**config.mk**
```make
export PLATFORM = sky130hd
export DESIGN_NAME = gpio_mmio_v2
export DESIGN_NICKNAME = d
export VERILOG_FILES = /design/src/rtl/gpio_mmio_v2.sv
export SDC_FILE = /design/constraint.sdc
export NUM_CORES = 1
export LEC_CHECK = 0
export BUFFER_PORTS_ARGS = -buffer_cell sky130_fd_sc_hd__buf_2
export CORE_UTILIZATION = 55
export DETAILED_ROUTE_END_ITERATION = 10
export GPL_TIMING_DRIVEN = 0
export PLACE_DENSITY = 0.95
export SYNTH_ARGS = -nofsm -noshare
export SYNTH_HDL_FRONTEND = slang
export SYNTH_SLANG_ARGS = --single-unit
```
**constraint.sdc**
```tcl
create_clock -name clk -period 4.2 [get_ports clk]
set_clock_uncertainty 0.1 [all_clocks]
set_input_delay 1.05 -clock clk [delete_from_list [all_inputs] [get_ports clk]]
set_output_delay 1.05 -clock clk [all_outputs]
set_load 0.005 [all_outputs]
```
**src/rtl/gpio_mmio_v2.sv**
```systemverilog
// gpio_mmio_v2: memory-mapped GPIO peripheral.
//   Output side : OUT_REGS read-back output registers with one-cycle update pulses.
//   Input side  : IN_CH channels sampled every cycle, change detect into a sticky
//                 W1C STATUS register, maskable registered interrupt.
// Optional macro GPIO_SYNC_EN: inputs pass through a two-flop synchroniser
// ahead of the sample register (3-edge input latency instead of 1).
module gpio_mmio_v2 #(
  parameter int OUT_REGS = 14,
  parameter int OUT_W    = 8,
  parameter int IN_CH    = 3,
  parameter int IN_W     = 16,
  parameter int ADDR_W   = 6,
  parameter int OUT_BASE = 16
) (
  input  logic                      clk,
  input  logic                      rst_n,
  input  logic                      wr_en,
  input  logic [31:0]               addr,
  input  logic [31:0]               dat_i,
  input  logic [IN_CH*IN_W-1:0]     in_i,
  output logic [31:0]               dat_o,
  output logic [OUT_REGS*OUT_W-1:0] out_o,
  output logic [OUT_REGS-1:0]       out_upd_o,
  output logic                      irq_o
);

  localparam logic [ADDR_W-1:0] STAT_IDX = ADDR_W'(IN_CH);
  localparam logic [ADDR_W-1:0] IEN_IDX  = ADDR_W'(IN_CH + 1);

  logic [ADDR_W-1:0]                w_idx;
  logic [IN_CH-1:0][IN_W-1:0]       w_in;
  logic [IN_CH-1:0][IN_W-1:0]       w_samp;
  logic [IN_CH-1:0][IN_W-1:0]       r_in_q;
  logic [IN_CH-1:0]                 w_chg, w_clr, w_stat_nxt, w_ien_nxt;
  logic [IN_CH-1:0]                 r_stat, r_ien;
  logic [OUT_REGS-1:0][OUT_W-1:0]   r_out;
  logic [OUT_REGS-1:0]              w_owr;
  logic                             w_unused;

  assign w_idx    = addr[ADDR_W-1:0];
  assign w_in     = in_i;
  assign out_o    = r_out;
  // Upper address/data bits are deliberately ignored by the decoder.
  assign w_unused = ^{addr, dat_i};

`ifdef GPIO_SYNC_EN
  logic [IN_CH-1:0][IN_W-1:0] r_sync1, r_sync2;
  // Two-flop synchroniser for asynchronous front-end inputs.
  always_ff @(posedge clk or negedge rst_n) begin
    if (!rst_n) begin
      r_sync1 <= '0;
      r_sync2 <= '0;
    end else begin
      r_sync1 <= w_in;
      r_sync2 <= r_sync1;
    end
  end
  assign w_samp = r_sync2;
`else
  assign w_samp = w_in;
`endif

  // Per-channel change flag and per-register write decode.
  for (genvar k = 0; k < IN_CH; k++) begin : g_ch
    assign w_chg[k] = (w_samp[k] != r_in_q[k]);
  end
  for (genvar k = 0; k < OUT_REGS; k++) begin : g_or
    localparam logic [ADDR_W-1:0] OIDX = ADDR_W'(OUT_BASE + k);
    assign w_owr[k] = wr_en && (w_idx == OIDX);
  end

  // Set beats clear: a change arriving alongside a W1C of the same bit keeps it pending.
  assign w_clr      = (wr_en && (w_idx == STAT_IDX)) ? dat_i[IN_CH-1:0] : '0;
  assign w_stat_nxt = (r_stat & ~w_clr) | w_chg;
  assign w_ien_nxt  = (wr_en && (w_idx == IEN_IDX)) ? dat_i[IN_CH-1:0] : r_ien;

  // Input sampling, status, enable and interrupt state; sampling never pauses for bus writes.
  always_ff @(posedge clk or negedge rst_n) begin
    if (!rst_n) begin
      r_in_q <= '0;
      r_stat <= '0;
      r_ien  <= '0;
      irq_o  <= 1'b0;
    end else begin
      r_in_q <= w_samp;
      r_stat <= w_stat_nxt;
      r_ien  <= w_ien_nxt;
      irq_o  <= |(w_stat_nxt & w_ien_nxt);
    end
  end

  // Output registers and their one-cycle update pulses.
  always_ff @(posedge clk or negedge rst_n) begin
    if (!rst_n) begin
      r_out     <= '0;
      out_upd_o <= '0;
    end else begin
      out_upd_o <= w_owr;
      for (int k = 0; k < OUT_REGS; k++)
        if (w_owr[k]) r_out[k] <= dat_i[OUT_W-1:0];
    end
  end

  // Read decode: combinational, no side effects; unmapped indices read 0.
  always_comb begin
    dat_o = '0;
    for (int k = 0; k < IN_CH; k++)
      if (w_idx == ADDR_W'(k)) dat_o[IN_W-1:0] = r_in_q[k];
    if (w_idx == STAT_IDX) dat_o[IN_CH-1:0] = r_stat;
    if (w_idx == IEN_IDX)  dat_o[IN_CH-1:0] = r_ien;
    for (int k = 0; k < OUT_REGS; k++)
      if (w_idx == ADDR_W'(OUT_BASE + k)) dat_o[OUT_W-1:0] = r_out[k];
  end

endmodule
```
# After elaboration in Yosys (flattened, before gate mapping)
# Index checks and enable logic that the tools add are counted.
totals:
  rom_bits: 0
  ff_bits: 181
  latchBits: 0
  mem_count: 0
  ramBits: 0
  wordCells: 85
  in_bits: 115
  out_inout_bits: 159
op_classes:
  shift: 0
  multipliers: 0
  mux: 21
  addsub: 0
  n_reduce_logical: 18
  bitwise: 4
  n_lt_le_gt_ge: 0
  eq_ne: 21
  div_mod_pow: 0
ops:
  columns: ["operator", "count"]
  rows:
  - ["$mux W8", 14]
  - ["$eq A6 B5 Y1 const B", 14]
  - ["$mux W16", 3]
  - ["$ne A16 B16 Y1", 3]
  - ["$logic_and A1 B1 Y1", 16]
  - ["$eq A6 B2 Y1 const B", 2]
  - ["$mux W3", 4]
  - ["$and A3 B3 Y3", 2]
  - ["$eq A6 B1 Y1 const B", 1]
  - ["$eq A6 B3 Y1 const B", 1]
  - ["$logic_not A6 Y1", 1]
  - ["$not A3 Y3", 1]
  - ["$or A3 B3 Y3", 1]
  - ["$reduce_or A3 Y1", 1]

# Depth between registers and ports, before layout
logic_depth:
  depth_word: 20
  ltp_mapped: 8
  ltp_nobuf: 5

# Worst setup path before layout
# Ideal clock, no wire load.
synth_path:
  path_kind: "input-to-output"
  startpoint: "in addr[1]"
  endpoint: "out dat_o[1]"
  slack_ns: 0.618
  cell_stages: 7
  required_ns: 3.050
  n_path_buf: 2
  arrival_time_ns: 2.432
  path_cell_list: "buf_2 clkbuf_1 mux2_2 a22oi_1 nor2_1 a2111oi_0 a21oi_1"
synth_between:
  elab_chain_len: 20
  word_cells_on_any_way: 38
  cone_classes: "eq/ne (18); mux (19); reduce/logical (1)"
synth_lines:
  columns: ["element", "line_no", "source"]
  rows:
  - ["start, declared", "18", "input logic [31:0] addr,"]
  - ["$logic_not A6 Y1", "108", "if (w_idx == ADDR_W'(k)) dat_o[IN_W-1:0] = r_in_q[k];"]
  - ["$mux W16 (3 in a row)", "108", null]
  - ["$mux W3", "109", "if (w_idx == STAT_IDX) dat_o[IN_CH-1:0] = r_stat;"]
  - ["$mux W3", "110", "if (w_idx == IEN_IDX) dat_o[IN_CH-1:0] = r_ien;"]
  - ["$mux W8 (13 in a row)", "112", "if (w_idx == ADDR_W'(OUT_BASE + k)) dat_o[OUT_W-1:0] = r_out[k];"]
  - ["$mux W8 *", "112", null]
  - ["end, declared", "21", "output logic [31:0] dat_o,"]
# Mark *: on every way between the ends. The rest lies on a longest branch, timed or not.

# Worst setup path in the final report
layout_path:
  startpoint: "in addr[0]"
  endpoint: "out dat_o[4]"
layout_between:
  elab_chain_len: 18
  word_cells_on_any_way: 34
  cone_classes: "eq/ne (16); mux (17); reduce/logical (1)"
layout_lines:
  columns: ["element", "line_no"]
  rows:
  - ["$logic_not A6 Y1", "108"]
  - ["$mux W16 (3 in a row)", "108"]
  - ["$mux W8 (13 in a row)", "112"]
  - ["$mux W8 *", "112"]
# Marks and branches as above.

==> results_dict.tcl <==
set metrics [dict create \
    fillers 1066 \
    critPathMaxStageDelay_ps 390 \
    dieArea_sq_um 16100 \
    port_buffers 204 \
    synthCells 703 \
    crit_slowest_cell "clkbuf_2" \
    max_freq_ghz 0.237 \
    violations "negative setup slack" \
    tritoncts "built" \
    layout.nets 1059 \
    hold_class "reg2reg" \
    synth-edff-count 0 \
    ys_types 65 \
    crit_fanout 10 \
    power_frac_seq_pct 47.5 \
    drtIter0Drc 893 \
    cp.arrival_ps 3070 \
    grt_pass1_wl_microns 42000 \
    track_usage_pct 35.9 \
    io_pins 274 \
    maxCapViolCount 0 \
    viasPerCell 6.31 \
    rsz0062_at_grt "true" \
    slew_viol_final 0 \
    die_h_microns 127 \
    fp-row-count 45 \
    dpl.hpwl_microns 19800 \
    sw_frac_of_total_pct 28.1 \
    synthesis.area_sq_um 8560 \
    clk_pin_slew_ps 60 \
    power.share.clock_pct 36.0 \
    area_growth_syn_to_layout_pct 23.7 \
    start_util_pct 56.3 \
    tightest_slew_ps 822 \
    end_kind "output pin" \
    p_leak_uw 0.00529 \
    post_drt_wl_per_cell_microns 24.2 \
    ys.flop_type "dfrtp_1" \
    totalNegativeSetupSlack_ps -23.1 \
    ant_nets 0 \
    root_buffer "clkbuf_16" \
    p_int_uw 3150 \
    cp_num_cells 9 \
    vdd_drop_max_mv 0.269 \
    required_ps 3050 \
    yosysWarnings 0 \
    switching_power_uw 1230 \
    layout_commonest_cell "buf_2" \
    ys_ff_latch 181 \
    combPwrFrac_pct 16.5 \
    overflow 0 \
    slew_headroom_pct 45.1 \
    start_kind "input pin" \
    dieWidth_microns 127 \
    post-route-drc-count 0 \
    period_needed_ps 4220 \
    grt_pass1_vias 7198 \
    async_flop_share_pct 100 \
    drtPass1Iterations 7 \
    gp_congestion 0.989 \
    grt_max_degree 94 \
    setup.worst_path.class "in2out" \
    syn_avg_cell_area_sq_um 12.2 \
    core_area_sq_um 15200 \
    hold_depth 2 \
    clock-sinks 181 \
    period_share_pct 101 \
    insertedDiodeCount 0 \
    setup_viol_count_final 2 \
    wl_microns 27700 \
    finalHoldViolations 0 \
    path_buf_inv 5 \
    cts_buffer_depth 2 \
    drive_gt1_share_pct 45.3 \
    final_cell_mix "buf_2 (216), dfrtp_1 (181), mux2_2 (116)" \
    ys_seq_area_share_pct 52.9 \
    status "complete, but fails checks" \
    antenna_found_initial 0 \
    rr_worst_depth 5 \
    cts_buffers 17 \
    cts_hold_buf 0 \
    clk_latency_ps 440 \
    htree_levels 4 \
    p_per_area_nw_per_um2 414 \
    cp_cell_sequence "buf_2 -> buf_4 -> inv_1 -> clkbuf_2 -> a21oi_1 -> o21ai_0 -> o21ai_2 -> a21oi_1 -> buf_2" \
    num_vias 7214 \
    p_total_uw 4390 \
    cp_top_family "buffers and inverters" \
    fin_ws_ps -21.2 \
]
[power by group through the flow]
| stage | logic (uW) | clock network [uW] | registers (uW) |
|---|---|---|---|
| after floorplan | 342 | 0 | 2070 |
| after global placement | 675 | 0 | 2090 |
| after detailed placement | 698 | 0 | 2110 |
| after CTS | 709 | 1580 | 2080 |
| after global routing | 781 | 1660 | 2100 |
| final | 724 | 1580 | 2080 |
[layout make-up]
type / count / area, sq um / area share (%)
repair buffers: 207 / 1090 / 10.3
inverters: 12 / 45.0 / 0.425
well taps: 188 / 235 / 2.22
clock inverters: 13 / 154 / 1.45
multi-input cells: 468 / 3770 / 35.6
clock buffers: 18 / 429 / 4.05
flip-flops and latches: 181 / 4530 / 42.8
plain buffers: 57 / 338 / 3.19
[logic make-up after synthesis]
kind of cell | share of synthesized area (%)
AOI/OAI and AO/OA | 9.45
other | 0.0438
and+or+nand+nor | 9.31
muxes | 19.3
buffers and inverters | 4.08
xor gates and xnor gates | 4.91
DFF | 52.9
[repair_timing]
item                       CTS  global route
gates resized for setup     10            21
setup buffers                0             2
setup endpoints to repair    8             9
[synthesized netlist by cell type, drive strengths merged, types with 7 or more instances]
cell / instances / area [sq um]
dfrtp: 181 / 4530
nand4: 9 / 56.3
o21ai: 31 / 155
a22oi: 12 / 90.1
inv: 12 / 45.0
nor4: 8 / 50.1
xnor2: 24 / 210
nand3: 12 / 65.1
a21oi: 37 / 185
nor2: 41 / 208
xor2: 24 / 210
buf: 37 / 229
clkbuf: 20 / 75.1
mux2: 116 / 1310
nor3: 7 / 40.0
mux4: 7 / 158
nand2: 27 / 104
o22ai: 7 / 43.8
mux2i: 19 / 190
[sequential cells by signal, indices dropped and copies added, names as in the netlist]
| register | cells |
|---|---|
| out_upd_o | 14 |
| r_stat | 3 |
| irq_o | 1 |
| r_ien | 3 |
| out_o | 112 |
| r_in_q | 48 |
[metal layers]
metal / part of all wire, % / vias up / routed length, microns / global-route usage, %
met5: 0 / - / 0 / 0
met4: 4.5 / 0 / 1240 / 16.5
met3: 11 / 118 / 3080 / 9.91
met2: 47 / 570 / 13100 / 58.8
met1: 37 / 3516 / 10300 / 44.7
li1: - / 3010 / - / -
[path summary, 6_finish.rpt]
path                            start         to  slack [ps]
max                           addr[0]   dat_o[4]         -20
max in group asynchronous       rst_n  out_o[61]        2620
min reg2reg                 out_o[34]  out_o[34]         420
min in group asynchronous       rst_n  out_o[13]         500
max reg2reg                r_in_q[47]      irq_o        2300
min                         out_o[34]  out_o[34]         420
[per-stage QoR]
| stage | area (sq um) | std cells | hold slack [ps] | setup slack [ps] | utilization [%] |
|---|---|---|---|---|---|
| 5_1_grt | 10600 | 1144 | 448 | -2.80 | 69.7 |
| 2_1_floorplan | 8620 | 718 | 390 | 618 | - |
| 3_5_place_dp | 9910 | 1111 | 396 | -256 | 65.2 |
| 3_3_place_gp | 9880 | 1110 | 383 | -694 | 65.0 |
| 4_1_cts | 10500 | 1142 | 410 | 3.69 | 69.2 |
| 6_report | 10600 | 1144 | 417 | -21.2 | 69.7 |
[worst min-delay path, stage by stage (launching register included)]
cell,delay (ps)
dfrtp_1,370
nand2_1,50
o21ai_0,60
No activity file was read; power rests on OpenSTA's default activity.
